[config.mk]
export PLATFORM = sky130hd
export DESIGN_NAME = rs_dispatch_cdb
export DESIGN_NICKNAME = d
export VERILOG_FILES = /design/src/rtl/rs_pkg.sv /design/src/rtl/rs_alu.sv /design/src/rtl/rs_dispatch_cdb.sv
export SDC_FILE = /design/constraint.sdc
export NUM_CORES = 1
export LEC_CHECK = 0
export BUFFER_PORTS_ARGS = -buffer_cell sky130_fd_sc_hd__buf_2
export CAP_MARGIN = 25
export CELL_PAD_IN_SITES_DETAIL_PLACEMENT = 1
export CELL_PAD_IN_SITES_GLOBAL_PLACEMENT = 2
export CORE_AREA = 2 2 372 374
export CTS_CLUSTER_SIZE = 12
export DETAILED_ROUTE_END_ITERATION = 10
export DIE_AREA = 0 0 374 376
export PLACE_DENSITY = 0.55
export SYNTH_ARGS = -nofsm -noshare
export SYNTH_HDL_FRONTEND = slang
export SYNTH_SLANG_ARGS = --single-unit
[constraint.sdc]
create_clock -name clk -period 5.95 [get_ports clk]
set_input_delay 0.8925 -clock clk [delete_from_list [all_inputs] [get_ports clk]]
set_output_delay 0.8925 -clock clk [all_outputs]
set_load 0.05 [all_outputs]
[src/rtl/rs_pkg.sv]
// Shared types for the reservation-station dispatch / CDB slice:
// station entry layout, ALU opcode encoding and default sizes.
package rs_pkg;

    localparam int RS_SIZE_DEF = 8;
    localparam int TAG_W_DEF   = 4;
    localparam int XLEN_DEF    = 32;

    typedef enum logic [3:0] {
        OP_ADD  = 4'd0,
        OP_SUB  = 4'd1,
        OP_AND  = 4'd2,
        OP_OR   = 4'd3,
        OP_XOR  = 4'd4,
        OP_SLL  = 4'd5,
        OP_SRL  = 4'd6,
        OP_SRA  = 4'd7,
        OP_SLT  = 4'd8,
        OP_SLTU = 4'd9
    } rs_alu_op_t;

    typedef struct packed {
        logic [6:0]           operation;
        logic [TAG_W_DEF-1:0] tag;
        logic                 busy_r1;
        logic                 busy_r2;
        logic [XLEN_DEF-1:0]  r1;
        logic [XLEN_DEF-1:0]  r2;
        logic [XLEN_DEF-1:0]  pc;
        logic                 sent_to_alu;
    } rs_t;

endpackage

[src/rtl/rs_alu.sv]
// Purely combinational integer ALU shared by the functional units.
// Unlisted opcodes produce zero; shifts use the low five bits of r2.
module rs_alu
    import rs_pkg::*;
#(
    parameter int XLEN = XLEN_DEF
) (
    input  logic [3:0]      op_i,
    input  logic [XLEN-1:0] r1_i,
    input  logic [XLEN-1:0] r2_i,
    output logic [XLEN-1:0] result_o
);

    logic [4:0] shamt_s;
    assign shamt_s = r2_i[4:0];

    // Result mux over the supported operations.
    always_comb begin
        result_o = '0;
        case (op_i)
            OP_ADD:  result_o = r1_i + r2_i;
            OP_SUB:  result_o = r1_i - r2_i;
            OP_AND:  result_o = r1_i & r2_i;
            OP_OR:   result_o = r1_i | r2_i;
            OP_XOR:  result_o = r1_i ^ r2_i;
            OP_SLL:  result_o = r1_i << shamt_s;
            OP_SRL:  result_o = r1_i >> shamt_s;
            OP_SRA:  result_o = $signed(r1_i) >>> shamt_s;
            OP_SLT:  result_o = {{(XLEN-1){1'b0}}, ($signed(r1_i) < $signed(r2_i))};
            OP_SLTU: result_o = {{(XLEN-1){1'b0}}, (r1_i < r2_i)};
            default: result_o = '0;
        endcase
    end

endmodule

[src/rtl/rs_dispatch_cdb.sv]
// Reservation-station dispatch into a two-stage EX/WB pipe and CDB producer.
// Optional macro RS_DISPATCH_RR_EN: round-robin selection starting after the
// last issued index; when undefined, lowest index wins and no pointer exists.
module rs_dispatch_cdb
    import rs_pkg::*;
#(
    parameter int RS_SIZE = RS_SIZE_DEF,
    parameter int TAG_W   = TAG_W_DEF,
    parameter int XLEN    = XLEN_DEF,
    localparam int IDX_W  = $clog2(RS_SIZE)
) (
    input  logic               clk,
    input  logic               rst,
    input  logic               flush,
    input  logic [RS_SIZE-1:0] rs_valid,
    input  logic [RS_SIZE-1:0] rs_ready,
    input  rs_t                rs_data [RS_SIZE],
    output logic               sent_valid,
    output logic [IDX_W-1:0]   sent_idx,
    output logic               cdb_req,
    input  logic               cdb_grant,
    output logic               cdb_valid,
    output logic [TAG_W-1:0]   cdb_tag,
    output logic [XLEN-1:0]    cdb_value,
    output logic [RS_SIZE-1:0] rs_done
);

    // Pipeline state
    logic               ex_v_q,   ex_v_d;
    logic [3:0]         ex_op_q,  ex_op_d;
    logic [TAG_W-1:0]   ex_tag_q, ex_tag_d;
    logic [XLEN-1:0]    ex_r1_q,  ex_r1_d;
    logic [XLEN-1:0]    ex_r2_q,  ex_r2_d;
    logic [IDX_W-1:0]   ex_idx_q, ex_idx_d;
    logic               wb_v_q,   wb_v_d;
    logic [TAG_W-1:0]   wb_tag_q, wb_tag_d;
    logic [XLEN-1:0]    wb_val_q, wb_val_d;
    logic [IDX_W-1:0]   wb_idx_q, wb_idx_d;
    logic [RS_SIZE-1:0] inflight_q, inflight_d;

    logic [RS_SIZE-1:0] cand_s;
    logic [RS_SIZE-1:0] rs_done_s;
    logic [IDX_W-1:0]   start_s;
    logic [IDX_W-1:0]   sel_idx_s;
    logic               found_s;
    logic               cdb_valid_s;
    logic               wb_free_s;
    logic               ex_adv_s;
    logic               issue_s;
    logic [XLEN-1:0]    alu_res_s;
    logic [RS_SIZE-1:0] unused_s;

`ifdef RS_DISPATCH_RR_EN
    logic [IDX_W-1:0] rr_q, rr_d;

    assign start_s = rr_q + IDX_W'(1);

    // Pointer remembers the last issued index; moves only on issue.
    always_comb begin
        if (issue_s) begin
            rr_d = sel_idx_s;
        end else begin
            rr_d = rr_q;
        end
    end

    // Round-robin pointer register.
    always_ff @(posedge clk or negedge rst) begin
        if (!rst) begin
            rr_q <= '0;
        end else begin
            rr_q <= rr_d;
        end
    end
`else
    assign start_s = '0;
`endif

    // WB drains only on an unflushed grant; EX moves when anything ahead frees.
    assign cdb_valid_s = wb_v_q & cdb_grant & ~flush;
    assign wb_free_s   = ~wb_v_q | cdb_valid_s;
    assign ex_adv_s    = ~ex_v_q | wb_free_s;
    assign rs_done_s   = cdb_valid_s ? ({{(RS_SIZE-1){1'b0}}, 1'b1} << wb_idx_q) : '0;
    // An entry whose done pulses now is still visible to us until the next edge.
    assign cand_s      = rs_valid & rs_ready & ~inflight_q & ~rs_done_s;
    assign issue_s     = found_s & ex_adv_s & ~flush & rst;

    // First candidate found scanning upward from start_s with wrap.
    always_comb begin
        int k;
        found_s   = 1'b0;
        sel_idx_s = '0;
        for (int i = 0; i < RS_SIZE; i++) begin
            k = (int'(start_s) + i) % RS_SIZE;
            if (!found_s && cand_s[k]) begin
                found_s   = 1'b1;
                sel_idx_s = IDX_W'(k);
            end else begin
                found_s   = found_s;
            end
        end
    end

    // Station fields this unit does not consume.
    always_comb begin
        for (int i = 0; i < RS_SIZE; i++) begin
            unused_s[i] = ^{rs_data[i].busy_r1, rs_data[i].busy_r2, rs_data[i].pc,
                            rs_data[i].sent_to_alu, rs_data[i].operation[6:4]};
        end
    end

    rs_alu #(.XLEN(XLEN)) u_alu (
        .op_i     (ex_op_q),
        .r1_i     (ex_r1_q),
        .r2_i     (ex_r2_q),
        .result_o (alu_res_s)
    );

    // Next-state for EX, WB and the in-flight mask; flush squashes everything.
    always_comb begin
        ex_v_d     = ex_v_q;
        ex_op_d    = ex_op_q;
        ex_tag_d   = ex_tag_q;
        ex_r1_d    = ex_r1_q;
        ex_r2_d    = ex_r2_q;
        ex_idx_d   = ex_idx_q;
        wb_v_d     = wb_v_q;
        wb_tag_d   = wb_tag_q;
        wb_val_d   = wb_val_q;
        wb_idx_d   = wb_idx_q;
        inflight_d = inflight_q;
        if (flush) begin
            ex_v_d     = 1'b0;
            wb_v_d     = 1'b0;
            inflight_d = '0;
        end else begin
            inflight_d = inflight_q & ~rs_done_s;
            if (issue_s) begin
                inflight_d[sel_idx_s] = 1'b1;
            end else begin
                inflight_d = inflight_d;
            end
            if (wb_free_s) begin
                wb_v_d   = ex_v_q;
                wb_tag_d = ex_tag_q;
                wb_val_d = alu_res_s;
                wb_idx_d = ex_idx_q;
            end else begin
                wb_v_d   = wb_v_q;
            end
            if (ex_adv_s) begin
                ex_v_d = issue_s;
                if (issue_s) begin
                    ex_op_d  = rs_data[sel_idx_s].operation[3:0];
                    ex_tag_d = rs_data[sel_idx_s].tag;
                    ex_r1_d  = rs_data[sel_idx_s].r1;
                    ex_r2_d  = rs_data[sel_idx_s].r2;
                    ex_idx_d = sel_idx_s;
                end else begin
                    ex_idx_d = ex_idx_q;
                end
            end else begin
                ex_v_d = ex_v_q;
            end
        end
    end

    // Pipeline and in-flight registers.
    always_ff @(posedge clk or negedge rst) begin
        if (!rst) begin
            ex_v_q     <= 1'b0;
            ex_op_q    <= '0;
            ex_tag_q   <= '0;
            ex_r1_q    <= '0;
            ex_r2_q    <= '0;
            ex_idx_q   <= '0;
            wb_v_q     <= 1'b0;
            wb_tag_q   <= '0;
            wb_val_q   <= '0;
            wb_idx_q   <= '0;
            inflight_q <= '0;
        end else begin
            ex_v_q     <= ex_v_d;
            ex_op_q    <= ex_op_d;
            ex_tag_q   <= ex_tag_d;
            ex_r1_q    <= ex_r1_d;
            ex_r2_q    <= ex_r2_d;
            ex_idx_q   <= ex_idx_d;
            wb_v_q     <= wb_v_d;
            wb_tag_q   <= wb_tag_d;
            wb_val_q   <= wb_val_d;
            wb_idx_q   <= wb_idx_d;
            inflight_q <= inflight_d;
        end
    end

    assign sent_valid = issue_s;
    assign sent_idx   = issue_s ? sel_idx_s : '0;
    assign cdb_req    = wb_v_q;
    assign cdb_valid  = cdb_valid_s;
    assign cdb_tag    = wb_tag_q;
    assign cdb_value  = wb_val_q;
    assign rs_done    = rs_done_s;

endmodule

; Yosys cells after proc, flatten, opt, wreduce, memory -nomap -nowiden
; Index checks and enable logic that the tools add are counted.
[totals]
ff_bits = 124
in_bits = 900
[classes]
eq_ne = 9
shifts = 4
bitwise_logic = 21
magnitude_cmp = 5
reduce_logical = 20
muxes = 29
addsub = 2
[op_table]
columns = operator, n
row1 = 110-bit binary-select mux with 3-bit select, 1
row2 = 32-bit case mux with 10 select lines, 1
row3 = 107-bit 2-to-1 mux, 2
row4 = 32-bit < comparator, 2
row5 = 32-bit adder, 1
row6 = 32-bit AND, 1
row7 = 8-bit AND, 4
row8 = 32-bit OR, 1
row9 = 32-bit by 5-bit << shifter with 32-bit output, 1
row10 = 32-bit by 5-bit right shift with 32-bit output, 1
row11 = 32-bit by 5-bit >>> shifter with 32-bit output, 1
row12 = 32-bit subtractor, 1
row13 = 32-bit bitwise XOR, 1
row14 = 8-bit 2-to-1 mux, 3
row15 = 4-bit by 3-bit == test with 1-bit output (second input constant), 4
row16 = 8-bit inverter, 2
row17 = 3-bit 2-to-1 mux, 5
row18 = 1-bit 2-to-1 mux, 14
row19 = 4-bit by 2-bit == test with 1-bit output (second input constant), 2
row20 = 4-bit == test (second input constant), 2
row21 = 1-bit logical AND, 8
row22 = 8-bit OR, 1
row23 = 1-bit by 3-bit << shifter with 8-bit output (first input constant), 1
row24 = 1-bit zero test, 7
row25 = other kinds (14), 23

; Logic depth before layout (Yosys ltp)
[depth]
depth_word = 34
ltp_mapped = 15
ltp_nobuf = 13

; Cells and area by module
; A second synthesis with hierarchy kept.
[hier_totals]
cells_unflattened = 2027
hier_area_um2 = 17309.1
[modules_own_cells]
columns = module, cells_per_inst, area_per_inst_um2, instances
row1 = rs_dispatch_cdb, 847, 9256.4, 1
row2 = rs_alu, 1180, 8052.7, 1

; Worst setup path after synthesis
; OpenSTA, ideal clock, no wires.
[synth_path]
path_kind = input to output
startpoint = input flush
endpoint = output sent_idx[1]
path_stages = 8
arrival_ps = 4307
path_buffers = 2
setup_slack_ps = 751
path_cell_list = or3b_1 -> nor2_1 -> nor3_1 -> or2_1 -> or3_1 -> clkbuf_1 -> buf_2 -> a21boi_0
[synth_between]
elab_cells_between_ends = 39
[synth_rtl]
columns = item, line
row1 = from (decl), rs_dispatch_cdb.sv:14  ; input logic flush,
row2 = 1-bit inverter (no source line) *, -
row3 = 1-bit AND *, rs_dispatch_cdb.sv:80  ; assign cdb_valid_s = wb_v_q & cdb_grant & ~flush;
row4 = 8-bit 2-to-1 mux *, rs_dispatch_cdb.sv:83  ; assign rs_done_s = cdb_valid_s ? ({{(RS_SIZE-1){1'b0}}, 1'b1} << wb_idx_q) : '0;
row5 = net rs_done[4], rs_dispatch_cdb.sv:25  ; output logic [RS_SIZE-1:0] rs_done
row6 = 8-bit inverter *, rs_dispatch_cdb.sv:85  ; assign cand_s = rs_valid & rs_ready & ~inflight_q & ~rs_done_s;
row7 = 8-bit AND *, rs_dispatch_cdb.sv:85
row8 = 1-bit logical AND *, rs_dispatch_cdb.sv:95  ; if (!found_s && cand_s[k]) begin
row9 = 1-bit 2-to-1 mux, rs_dispatch_cdb.sv:95
row10 = [... 3 more ...], -
row11 = 1-bit zero test, rs_dispatch_cdb.sv:95
row12 = 1-bit logical AND, rs_dispatch_cdb.sv:95
row13 = 1-bit 2-to-1 mux, rs_dispatch_cdb.sv:95
row14 = 1-bit zero test, rs_dispatch_cdb.sv:95
row15 = 1-bit logical AND, rs_dispatch_cdb.sv:95
row16 = 1-bit 2-to-1 mux, rs_dispatch_cdb.sv:95
row17 = 1-bit AND (3 in series), rs_dispatch_cdb.sv:86  ; assign issue_s = found_s & ex_adv_s & ~flush & rst;
row18 = 3-bit 2-to-1 mux *, rs_dispatch_cdb.sv:198  ; assign sent_idx = issue_s ? sel_idx_s : '0;
row19 = to (decl), rs_dispatch_cdb.sv:19  ; output logic [IDX_W-1:0] sent_idx,
; The timed path passes the listed nets; every way through them passes the cells marked *.

; Worst setup path after layout
[layout_path]
startpoint = input cdb_grant
endpoint = output sent_idx[0]
[layout_between]
elab_chain_cells = 31
elab_cells_between_ends = 40
[layout_rtl]
columns = item, line
row1 = from (decl), rs_dispatch_cdb.sv:21  ; input logic cdb_grant,
row2 = 1-bit AND * (2 in series), rs_dispatch_cdb.sv:80
row3 = 8-bit 2-to-1 mux, rs_dispatch_cdb.sv:83
row4 = 8-bit inverter, rs_dispatch_cdb.sv:85
row5 = 8-bit AND, rs_dispatch_cdb.sv:85
row6 = 1-bit 2-to-1 mux, rs_dispatch_cdb.sv:95
row7 = 1-bit zero test, rs_dispatch_cdb.sv:95
row8 = 1-bit logical AND, rs_dispatch_cdb.sv:95
row9 = 1-bit 2-to-1 mux, rs_dispatch_cdb.sv:95
row10 = [... 12 more ...], -
row11 = 1-bit zero test, rs_dispatch_cdb.sv:95
row12 = 1-bit logical AND, rs_dispatch_cdb.sv:95
row13 = 1-bit 2-to-1 mux, rs_dispatch_cdb.sv:95
row14 = 1-bit zero test, rs_dispatch_cdb.sv:95
row15 = 1-bit logical AND, rs_dispatch_cdb.sv:95
row16 = 1-bit 2-to-1 mux, rs_dispatch_cdb.sv:95
row17 = 1-bit AND (3 in series), rs_dispatch_cdb.sv:86
row18 = 3-bit 2-to-1 mux *, rs_dispatch_cdb.sv:198
; Mark *: on every way between the ends. The rest lies on a longest branch, timed or not.

==> flow_summary.ini <==
[outcome]
outcome = finished clean

[clock_tree]
clockBufferDepth = 2
htree_levels = 4
cts_buffers = 17
cts_tree = done
postCtsHoldBufs = 0
ctsResizeCount = 0
cts_setup_buffers = 0
clk_pin_slew_ns = 0.06
cts.sinks = 124
clk_latency_ns = 0.52
cts_root_buf = clkbuf_16

[timing]
tightest_slew_ns = 1.003
setup_tns_ns = 0
setup_viol = 0
final.min_clock_period_ns = 4.648
fin_skew_ns = 0.01749
fmax_mhz = 215.2
finalCritPeriodShare_pct = 78.11
hold_viol_final = 0
rsz0062_at_grt = no
slew_headroom_pct = 32.85
maxSlewViolCount = 0

[critical_path]
cp-end-kind = primary output
regToRegSetupSlack_ns = 1.65
critical-path-top-delay-family = simple AND/OR/NAND/NOR gates
crit_slowest_cell = a41oi_4
r2r-start = cdb_req
max_stage_delay_ns = 0.68
path_class = in2out
worstPathBufferInverterCount = 3
worstSetupStartpointType = input pin
critPathRequiredTime_ns = 5.06
cp_max_fo = 14
cp_data_arrival_time_ns = 3.76
cp_cell_sequence = buf_2 -> buf_4 -> nand3b_1 -> nor2_1 -> nor3_1 -> nor2_1 -> a41oi_4 -> and2_1 -> buf_2
rr_endpoint = ex_r1_q[27]
cp.depth = 9
reg2reg_depth = 11

[yosys]
synth-seq-cells = 124
syn_inst = 2286
synth_area_leaders = dfrtp_1 (17%), mux2i_1 (17%), mux4_2 (6.7%)
synthArstFlopShare_pct = 100.0
netlist_area_mm2 = 0.01807
ys.flop_type = dfrtp_1
synth_edf_count = 0
yosysSeqAreaShare_pct = 17.17
synth.net_count = 3285
yosysWarnings = 0
synth_top_area_share_pct = 17.17
syn_avg_cell_area_um2 = 7.906
ys_types = 95
synth_largest_area_cell = dfrtp_1

[global_routing]
grt_pass1_wl_mm = 201.0
grt_max_degree = 98
antenna_found_initial = 83
grt_usage_pct = 20.88
grt_overflow = 0
grt_pass1_vias = 22400

[power_and_ir_drop]
p_leak_nw = 11.25
power_density_mw_per_mm2 = 358.1
vdd.ir_drop.worst_v = 0.0001591

[route]
viasPerCell = 4.698
drc_errors = 0
routedWlPerCell_um = 32.01
drt-initial-drc-count = 1917
finalWirelength_mm = 151.1
drt_pass1_iterations = 5
vias = 22180
drtAntennaViolNets = 0

[place]
post-place-cells = 4663
io_buffers = 645
gp_congestion = 0.9496
dp_hpwl_mm = 127.3

[finish]
syn2layout_area_growth_pct = 35.47
layout-drive-gt1-share_pct = 32.23
postLayoutCoreUtil_pct = 17.92
finalNetCount = 3887
stdcell_count = 4721

[floorplan]
core.rowCount = 136
core_area_mm2 = 0.1366
die_area_mm2 = 0.1406
ioPinCount = 950
die_x_um = 374
start_util_pct = 13.23
die_y_um = 376

[flow_run]
maxCapViolations = 0

[worst_hold_path]
hold_path.class = in2async
[layer usage]
layer / vias up / wire (um) / track usage [%]
met5: - / 358 / 0
met4: 54 / 7351 / 9.419
met3: 231 / 11940 / 6.111
met2: 982 / 66130 / 31.96
met1: 11040 / 65330 / 26.97
li1: 9874 / - / -
[layout by cell type (no fill, tap or decap), types with 14 or more instances in the layout]
cell and instances:
o21ai_0 96, clkbuf_16 17, nor4_1 16, o21bai_1 18, inv_1 95, a22oi_1 22
a221oi_1 18, mux4_2 54, nand2_1 191, o31ai_1 14, ha_1 97, a21oi_1 168
nor3_1 35, nand4_1 15, buf_4 130, a22o_1 15, o22ai_1 138, o21ai_1 146
a211oi_1 26, mux2_2 16, dfrtp_1 121, nand3_1 27, diode_2 26, buf_2 644
o211ai_1 20, mux2i_1 300, a21o_1 21, nor2_1 174
[flip-flops by register name (all words and copies together) (netlist names)]
name / cells
inflight_q: 8
ex_op_q: 4
ex_idx_q: 3
ex_tag_q: 4
ex_v_q: 1
cdb_tag: 4
cdb_req: 1
ex_r2_q: 32
ex_r1_q: 32
wb_idx_q: 3
cdb_value: 32
[final cells by class]
cell class                      instances  area [um2]
Tap cell                             1794        2245
Multi-Input combinational cell       1861       13690
Clock buffer                           17       425.4
Inverter                              101       379.1
Sequential cell                       124        3112
Timing Repair Buffer                  783        4370
Fill cell                           16520      112200
Clock inverter                         15       196.4
Antenna cell                           26       65.06
[synth_stat cells, drive strengths merged (11+ instances only)]
cell type and count:
nor3 37, nand4 15, a31oi 14, nand3 28, mux4 54, a21o 21, nand3b 11, a22o 15
a22oi 22, o22ai 138, or3 11, ha 97, mux2i 300, o21ai 243, o211ai 20, buf 84
a21oi 171, clkbuf 116, dfrtp 124, a221oi 18, nor4 17, inv 100, a2111oi 15, nand2 192
mux2 18, o21bai 19, nor2 176, a211oi 26, o31ai 15, o221ai 11
[logic make-up after synthesis]
family	after synthesis	synth area share [%]
AOI/OAI and AO/OA	831	29.07
xor gates and xnor gates	7	0.3392
adders and majority gates	99	6.937
buffers and inverters	301	7.879
DFF	124	17.17
muxes	372	24.47
and+or+nand+nor	552	14.14
[through the flow]
stage | power (mW) | setup WS [ns] | area [um2] | hold WS (ns)
3_5_place_dp | 7.491 | 1.069 | 23800 | 0.4690
2_1_floorplan | 4.848 | 0.7509 | 18070 | 0.4661
6_report | 8.766 | 1.302 | 24480 | 0.2013
5_1_grt | 9.251 | 1.015 | 24460 | 0.1856
4_1_cts | 8.759 | 1.232 | 24420 | 0.1713
3_3_place_gp | 7.463 | 1.093 | 23800 | 0.4666
[worst max-delay path by stage]
stage | end | slack [ns] | startpoint
2_1_floorplan | sent_idx[1] | 0.75 | flush
5_1_grt | sent_idx[0] | 1.02 | cdb_grant
3_5_place_dp | ex_r1_q[27] | 1.07 | flush
4_1_cts | sent_idx[0] | 1.23 | cdb_grant
3_3_place_gp | ex_r1_q[4] | 1.09 | flush
6_report | sent_idx[0] | 1.30 | cdb_grant
[power breakdown]
part | internal, mW | switching (mW)
Clock | 0.698 | 0.522
Sequential | 1.06 | 0.366
Combinational | 2.10 | 4.02
Total | 3.85 | 4.91
Power figures use the tool's default switching activity.
